## src/rtl/foo_pkg.sv

```systemverilog
// Shared widths and the entry type used by the foo receiver-side inverse datapath.
package foo_pkg;

  localparam int unsigned FOO_W      = 64;
  localparam int unsigned FOO_LONG_W = 129;

  typedef logic [FOO_W-1:0]      foo_word_t;
  typedef logic [FOO_LONG_W-1:0] foo_long_t;

  typedef struct packed {
    foo_word_t a;
    foo_long_t long_bus;
  } foo_unaccum_entry_t;

endpackage

```

## src/rtl/foo_unaccum_if.sv

```systemverilog
// Sample-in / result-out streams of foo_unaccum. The master drives samples and consumes results.
interface foo_unaccum_if;
  import foo_pkg::*;

  logic      in_valid;
  logic      in_ready;
  foo_word_t in_x;
  foo_long_t in_long;
  logic      out_valid;
  logic      out_ready;
  foo_word_t out_a;
  foo_long_t out_long;

  modport master (
    output in_valid, in_x, in_long, out_ready,
    input  in_ready, out_valid, out_a, out_long
  );

  modport slave (
    input  in_valid, in_x, in_long, out_ready,
    output in_ready, out_valid, out_a, out_long
  );

endinterface

```

## src/rtl/foo_unaccum_fifo.sv

```systemverilog
// First-word fall-through FIFO: a pushed entry becomes visible at the head on the next cycle.
module foo_unaccum_fifo #(
  parameter int unsigned DEPTH = 4,
  parameter type entry_t = logic [7:0]
) (
  input  logic   clk,
  input  logic   rst,
  input  logic   push,
  input  entry_t push_data,
  input  logic   pop,
  output entry_t head,
  output logic   full,
  output logic   empty
);

  localparam int unsigned AW = (DEPTH > 1) ? $clog2(DEPTH) : 1;
  localparam int unsigned CW = AW + 1;

  entry_t          mem_q [DEPTH];
  logic [AW-1:0]   wr_q, wr_d;
  logic [AW-1:0]   rd_q, rd_d;
  logic [CW-1:0]   count_q, count_d;
  logic            do_push, do_pop;

  assign full    = (count_q == CW'(DEPTH));
  assign empty   = (count_q == '0);
  assign do_push = push && !full;
  assign do_pop  = pop && !empty;
  assign head    = mem_q[rd_q];

  // Pointers wrap naturally because DEPTH is a power of two.
  always_comb begin
    wr_d    = wr_q;
    rd_d    = rd_q;
    count_d = count_q;
    if (do_push) wr_d = wr_q + AW'(1);
    if (do_pop)  rd_d = rd_q + AW'(1);
    case ({do_push, do_pop})
      2'b10:   count_d = count_q + CW'(1);
      2'b01:   count_d = count_q - CW'(1);
      default: count_d = count_q;
    endcase
  end

  always_ff @(posedge clk) begin
    if (rst) begin
      wr_q    <= '0;
      rd_q    <= '0;
      count_q <= '0;
    end else begin
      wr_q    <= wr_d;
      rd_q    <= rd_d;
      count_q <= count_d;
    end
  end

  always_ff @(posedge clk) begin
    if (do_push) mem_q[wr_q] <= push_data;
  end

endmodule

```

## src/rtl/foo_unaccum.sv

```systemverilog
// Recovers the per-sample increment a from accumulator samples x (x = prev + a + 1)
// and re-inverts the companion bus, queuing results in an output FIFO.
module foo_unaccum
  import foo_pkg::*;
#(
  parameter int unsigned DEPTH          = 4,
  parameter int unsigned PRIME_ON_FIRST = 0,
  parameter int unsigned CNT_W          = 32
) (
  input  logic             clk,
  input  logic             rst,
  foo_unaccum_if.slave     bus,
  output logic [CNT_W-1:0] sample_cnt,
  output logic             overflow_err
);

  foo_word_t          prev_q, prev_d;
  logic               primed_q, primed_d;
  logic [CNT_W-1:0]   cnt_q, cnt_d;
  logic               err_q, err_d;
  foo_word_t          diff;
  logic               full, empty;
  logic               accept, push, pop, hold_back;
  foo_unaccum_entry_t push_entry, head;

  assign accept     = bus.in_valid && !full;
  assign hold_back  = (PRIME_ON_FIRST != 0) && !primed_q;
  assign push       = accept && !hold_back;
  assign pop        = bus.out_valid && bus.out_ready;
  assign diff       = bus.in_x - prev_q - 64'd1;
  assign push_entry = '{a: diff, long_bus: ~bus.in_long};

  assign bus.in_ready  = !full;
  assign bus.out_valid = !empty;
  assign bus.out_a     = head.a;
  assign bus.out_long  = head.long_bus;
  assign sample_cnt    = cnt_q;
  assign overflow_err  = err_q;

  always_comb begin
    prev_d   = prev_q;
    primed_d = primed_q;
    cnt_d    = cnt_q;
    err_d    = err_q;
    if (accept) begin
      prev_d   = bus.in_x;
      primed_d = 1'b1;
      if (cnt_q != {CNT_W{1'b1}}) cnt_d = cnt_q + CNT_W'(1);
    end
    // All-ones diff means the encoder saw x == prev, i.e. a wrapped to -1.
    if (push && (diff == {FOO_W{1'b1}})) err_d = 1'b1;
  end

  always_ff @(posedge clk) begin
    if (rst) begin
      prev_q   <= '0;
      primed_q <= 1'b0;
      cnt_q    <= '0;
      err_q    <= 1'b0;
    end else begin
      prev_q   <= prev_d;
      primed_q <= primed_d;
      cnt_q    <= cnt_d;
      err_q    <= err_d;
    end
  end

  foo_unaccum_fifo #(
    .DEPTH   (DEPTH),
    .entry_t (foo_unaccum_entry_t)
  ) u_fifo (
    .clk       (clk),
    .rst       (rst),
    .push      (push),
    .push_data (push_entry),
    .pop       (pop),
    .head      (head),
    .full      (full),
    .empty     (empty)
  );

endmodule

```

## src/flat_wrapper.sv

```systemverilog
// flat-port wrapper written by rule: the top's interface ports become plain ports
module foo_unaccum_flat import foo_pkg::*;
#(
  parameter int unsigned DEPTH          = 4,
  parameter int unsigned PRIME_ON_FIRST = 0,
  parameter int unsigned CNT_W          = 32
)
  (clk, rst, sample_cnt, overflow_err, bus_in_valid, bus_in_x, bus_in_long, bus_out_ready, bus_in_ready, bus_out_valid, bus_out_a, bus_out_long);
  foo_unaccum_if bus_i ();
  input  logic clk;
  input  logic rst;
  output logic [CNT_W-1:0] sample_cnt;
  output logic overflow_err;
  input wire logic [$bits(bus_i.in_valid)-1:0] bus_in_valid;
  input wire logic [$bits(bus_i.in_x)-1:0] bus_in_x;
  input wire logic [$bits(bus_i.in_long)-1:0] bus_in_long;
  input wire logic [$bits(bus_i.out_ready)-1:0] bus_out_ready;
  output wire logic [$bits(bus_i.in_ready)-1:0] bus_in_ready;
  output wire logic [$bits(bus_i.out_valid)-1:0] bus_out_valid;
  output wire logic [$bits(bus_i.out_a)-1:0] bus_out_a;
  output wire logic [$bits(bus_i.out_long)-1:0] bus_out_long;
  assign bus_i.in_valid = bus_in_valid;
  assign bus_i.in_x = bus_in_x;
  assign bus_i.in_long = bus_in_long;
  assign bus_i.out_ready = bus_out_ready;
  assign bus_in_ready = bus_i.in_ready;
  assign bus_out_valid = bus_i.out_valid;
  assign bus_out_a = bus_i.out_a;
  assign bus_out_long = bus_i.out_long;
  foo_unaccum #(.DEPTH(DEPTH), .PRIME_ON_FIRST(PRIME_ON_FIRST), .CNT_W(CNT_W)) u_core (.clk(clk), .rst(rst), .bus(bus_i), .sample_cnt(sample_cnt), .overflow_err(overflow_err));
endmodule
```

## config.mk

```make
export PLATFORM = sky130hd
export DESIGN_NAME = foo_unaccum_flat
export DESIGN_NICKNAME = d
export VERILOG_FILES = /design/src/rtl/foo_pkg.sv /design/src/rtl/foo_unaccum_if.sv /design/src/rtl/foo_unaccum_fifo.sv /design/src/rtl/foo_unaccum.sv /design/src/flat_wrapper.sv
export SDC_FILE = /design/constraint.sdc
export NUM_CORES = 1
export LEC_CHECK = 0
export BUFFER_PORTS_ARGS = -buffer_cell sky130_fd_sc_hd__buf_2
export CORE_MARGIN = 3
export CORE_UTILIZATION = 44
export CTS_BUF_LIST = sky130_fd_sc_hd__clkbuf_8
export DETAILED_ROUTE_END_ITERATION = 8
export GPL_TIMING_DRIVEN = 0
export PLACE_DENSITY = 0.73
export SLEW_MARGIN = 20
export SYNTH_ARGS = -nofsm -noshare
export SYNTH_HDL_FRONTEND = slang
export SYNTH_SLANG_ARGS = --single-unit
```

## constraint.sdc

```tcl
create_clock -name clk -period 6.4 [get_ports clk]
set_input_delay 0.96 -clock clk [delete_from_list [all_inputs] [get_ports clk]]
set_output_delay 0.96 -clock clk [all_outputs]
set_load 0.01 [all_outputs]
```

==> results.sh <==
export IMPL_status="finished, final reports clean"
export IMPL_p_leak_nw=15.50
export IMPL_clkSlewWorstSetupHoldPaths_ns=0.07
export IMPL_ant_nets=0
export IMPL_p_per_area_nw_per_um2=371.1
export IMPL_finalWirelength_um=84480
export IMPL_ios=425
export IMPL_synth_top_cell_area_share_pct=63.57
export IMPL_cap_violations=0
export IMPL_yosys_area_share_xor_xnor_pct=2.203
export IMPL_slew_viol_final=0
export IMPL_ys_warn_count=0
export IMPL_dieHeight_um=293.9
export IMPL_rsz0062_at_grt="no"
export IMPL_grt_total_usage_pct=19.44
export IMPL_yosys_area_top_type="edfxtp_1"
export IMPL_slowest_stage="a311oi_1"
export IMPL_fin_skew_ns=0.05865
export IMPL_crit_type="reg -> reg"
export IMPL_syn_to_final_growth_pct=17.81
export IMPL_synth_seq_cells=878
export IMPL_antenna_found_initial=12
export IMPL_layout_drive_gt1_share_pct=28.85
export IMPL_via_count=21388
export IMPL_synth_edf_count=772
export IMPL_nNetsFinal=3139
export IMPL_final_common_cell="edfxtp_1"
export IMPL_grt_max_degree=48
export IMPL_yosys_most_used_dff="edfxtp_1"
export IMPL_utilization_pct=52.83
export IMPL_clockBufferDepth=3
export IMPL_grt_pass1_vias=22320
export IMPL_cts_tree="done"
export IMPL_syn_num_nets=2555
export IMPL_cp_common_cell="nand4_1"
export IMPL_grt_pass1_wl_um=128500
export IMPL_hold_viol=0
export IMPL_htree_levels=4
export IMPL_synth_area_sq_um=36470
export IMPL_synth_fa_ha_area_share_pct=2.477
export IMPL_synthArstFlopShare_pct=0
export IMPL_drt_iter0_markers=1468
export IMPL_portBuffers=423
export IMPL_first_pass_iters=5
export IMPL_worstMarginPinSlew_ns=1.061
export IMPL_seq_area_frac_synth_pct=69.38
export IMPL_max_stage_delay_ns=0.93
export IMPL_crit_chain="inv_1 -> ha_1 -> fa_1 -> a21o_1 -> a221o_2 -> nand3_1 -> a41oi_1 -> nor2_1 -> o31ai_1 -> a311oi_1 -> nand4_1 -> nor4_1 -> nand4_1 -> o31ai_2"
export IMPL_finalInstanceArea_sq_um=42970
export IMPL_ys_types=74
export IMPL_syn_instance_count=2287
export IMPL_post_route_min_period_ns=4.552
export IMPL_numCtsBuffers=143
export IMPL_viasPerCell=5.298
export IMPL_yosys_area_share_simple_pct=5.572
export IMPL_synth_compound_area_share_pct=5.180
export IMPL_postCtsSetupRepairBufs=0
export IMPL_insertion_delay_ns=0.80
export IMPL_grt_overflow=0
export IMPL_avgSynthCellArea_sq_um=15.95
export IMPL_dp_final_hpwl_um=60670
export IMPL_path_max_fanout=5
export IMPL_clkSinkCount=878
export IMPL_setup_viol_count_final=0
export IMPL_drc=0
export IMPL_start_kind="flop"
export IMPL_synth_area_top_cells="edfxtp_1 64%, mux4_2 12%, dfxtp_1 5.8%"
export IMPL_critPathCaptureType="flop"
export IMPL_p_total_mw=15.94
export IMPL_clock_fmax_mhz=219.7
export IMPL_ir_drop_mv=0.1649
export IMPL_min_path_type="in -> reg"
export IMPL_clock_root_buffer="clkbuf_8"
export IMPL_dieArea_sq_um=86380
export IMPL_die_x_um=293.9
export IMPL_holdBufCountCts=0
export IMPL_synth_mux_area_share_pct=11.97
export IMPL_period_share_pct=71.12
export IMPL_final_cell_mix="772 x edfxtp_1, 429 x buf_2, 263 x inv_1, 218 x nand2_1, 193 x mux4_2"
export IMPL_max_slew_margin_pct=28.82
export IMPL_final_cells=4037
export IMPL_required_ns=7.08
export IMPL_cts_resized_gates=0
export IMPL_synth_top_family_by_area="multiplexers"
export IMPL_placementRows=104
export IMPL_wl_per_cell_um=20.93
export IMPL_gp_congestion=0.8808
export IMPL_dpl_cell_area_sq_um=40330
export IMPL_cp_arrival_ns=5.23
export IMPL_core_area_sq_um=81330
export IMPL_post_place_cells=3786
export IMPL_start_util_pct=44.84
[cell usage after synthesis (3+ instances only)]
| cell | number |
|---|---|
| o31ai_2 | 3 |
| nor4_1 | 8 |
| nor3_1 | 10 |
| ha_1 | 69 |
| a21oi_1 | 156 |
| nand3_1 | 27 |
| o211ai_1 | 7 |
| and4_1 | 10 |
| clkbuf_1 | 55 |
| a31oi_1 | 6 |
| o21ai_2 | 3 |
| and2_1 | 11 |
| nand4_1 | 30 |
| and4b_1 | 3 |
| buf_2 | 4 |
| dfxtp_1 | 106 |
| edfxtp_1 | 772 |
| and3_1 | 14 |
| nor2b_1 | 3 |
| o21a_1 | 5 |
| a211oi_1 | 3 |
| xnor2_1 | 45 |
| xor2_1 | 43 |
| inv_1 | 222 |
| a21o_1 | 19 |
| a41oi_1 | 3 |
| nor2_1 | 90 |
| o21ai_0 | 46 |
| a211o_1 | 4 |
| buf_1 | 25 |
| o221ai_1 | 3 |
| or3_1 | 9 |
| o21bai_1 | 12 |
| nand2_1 | 218 |
| mux4_2 | 193 |
[power by group]
| group | internal [mW] | switching (mW) |
|---|---|---|
| Combinational | 1.79 | 2.52 |
| Sequential | 7.03 | 0.143 |
| Clock | 2.29 | 2.18 |
[logic make-up (layout without fill, tap and decap cells)]
group,after synthesis,after routing
flops,878,878
simple gates,444,444
buf+inv,309,989
compound gates,300,300
mux,195,195
xor+xnor,90,90
fa+ha+maj,71,71
other cells,0,10
[metal layers]
metal / track usage (%) / routed length [um]
met1: 24.01 / 33650
met2: 33.36 / 42660
met3: 5.313 / 6285
met4: 6.232 / 1762
met5: 0 / 117
[critical path: cells and delay by family, from the launching register on]
family                   cells  cell delay, ns
AO/OA/AOI/OAI                6            2.12
AND/OR/NAND/NOR              5            1.34
adder cells (fa/ha/maj)      2            0.63
flip-flops                   1            0.33
buffers and inverters        1            0.05
[state kept, by name (all words and copies together), names as in the netlist, named ones only]
signal and flops:
u_core.u_fifo.rd_q 2, u_core.prev_q 64, u_core.u_fifo.mem_q 772, u_core.u_fifo.count_q 3, u_core.overflow_err 1, u_core.sample_cnt 32
u_core.u_fifo.wr_q 2
[final cells by class]
cell class	count	area, sq um
Inverter	222	833.3
Sequential cell	878	25300
Antenna cell	10	25.02
Timing Repair Buffer	439	2512
Clock buffer	144	1982
Tap cell	1060	1326
Buffer	87	340.3
Fill cell	6473	38360
Multi-Input combinational cell	1100	10010
Clock inverter	97	626.9
[final timing paths]
path / from / end / slack, ns / depth (start not counted)
worst max register to register: u_core.prev_q[0] / u_core.overflow_err / 1.85 / 14
worst min-delay path: bus_in_x[37] / u_core.prev_q[37] / 0.41 / 3
worst min register to register: u_core.prev_q[53] / u_core.prev_q[53] / 0.45 / 2
worst max-delay path: u_core.prev_q[0] / u_core.overflow_err / 1.85 / 14
[per-stage QoR]
stage / TNS (ns) / hold slack, ns / setup WS, ns
after floorplan: 0 / 0.4363 / 0.4005
final: 0 / 0.4145 / 1.848
after detailed placement: 0 / 0.4479 / 1.136
after global routing: 0 / 0.3692 / 1.620
after CTS: 0 / 0.3174 / 1.661
after global placement: -2292.06 / 0.4432 / -3.024
Power figures use the tool's default switching activity.
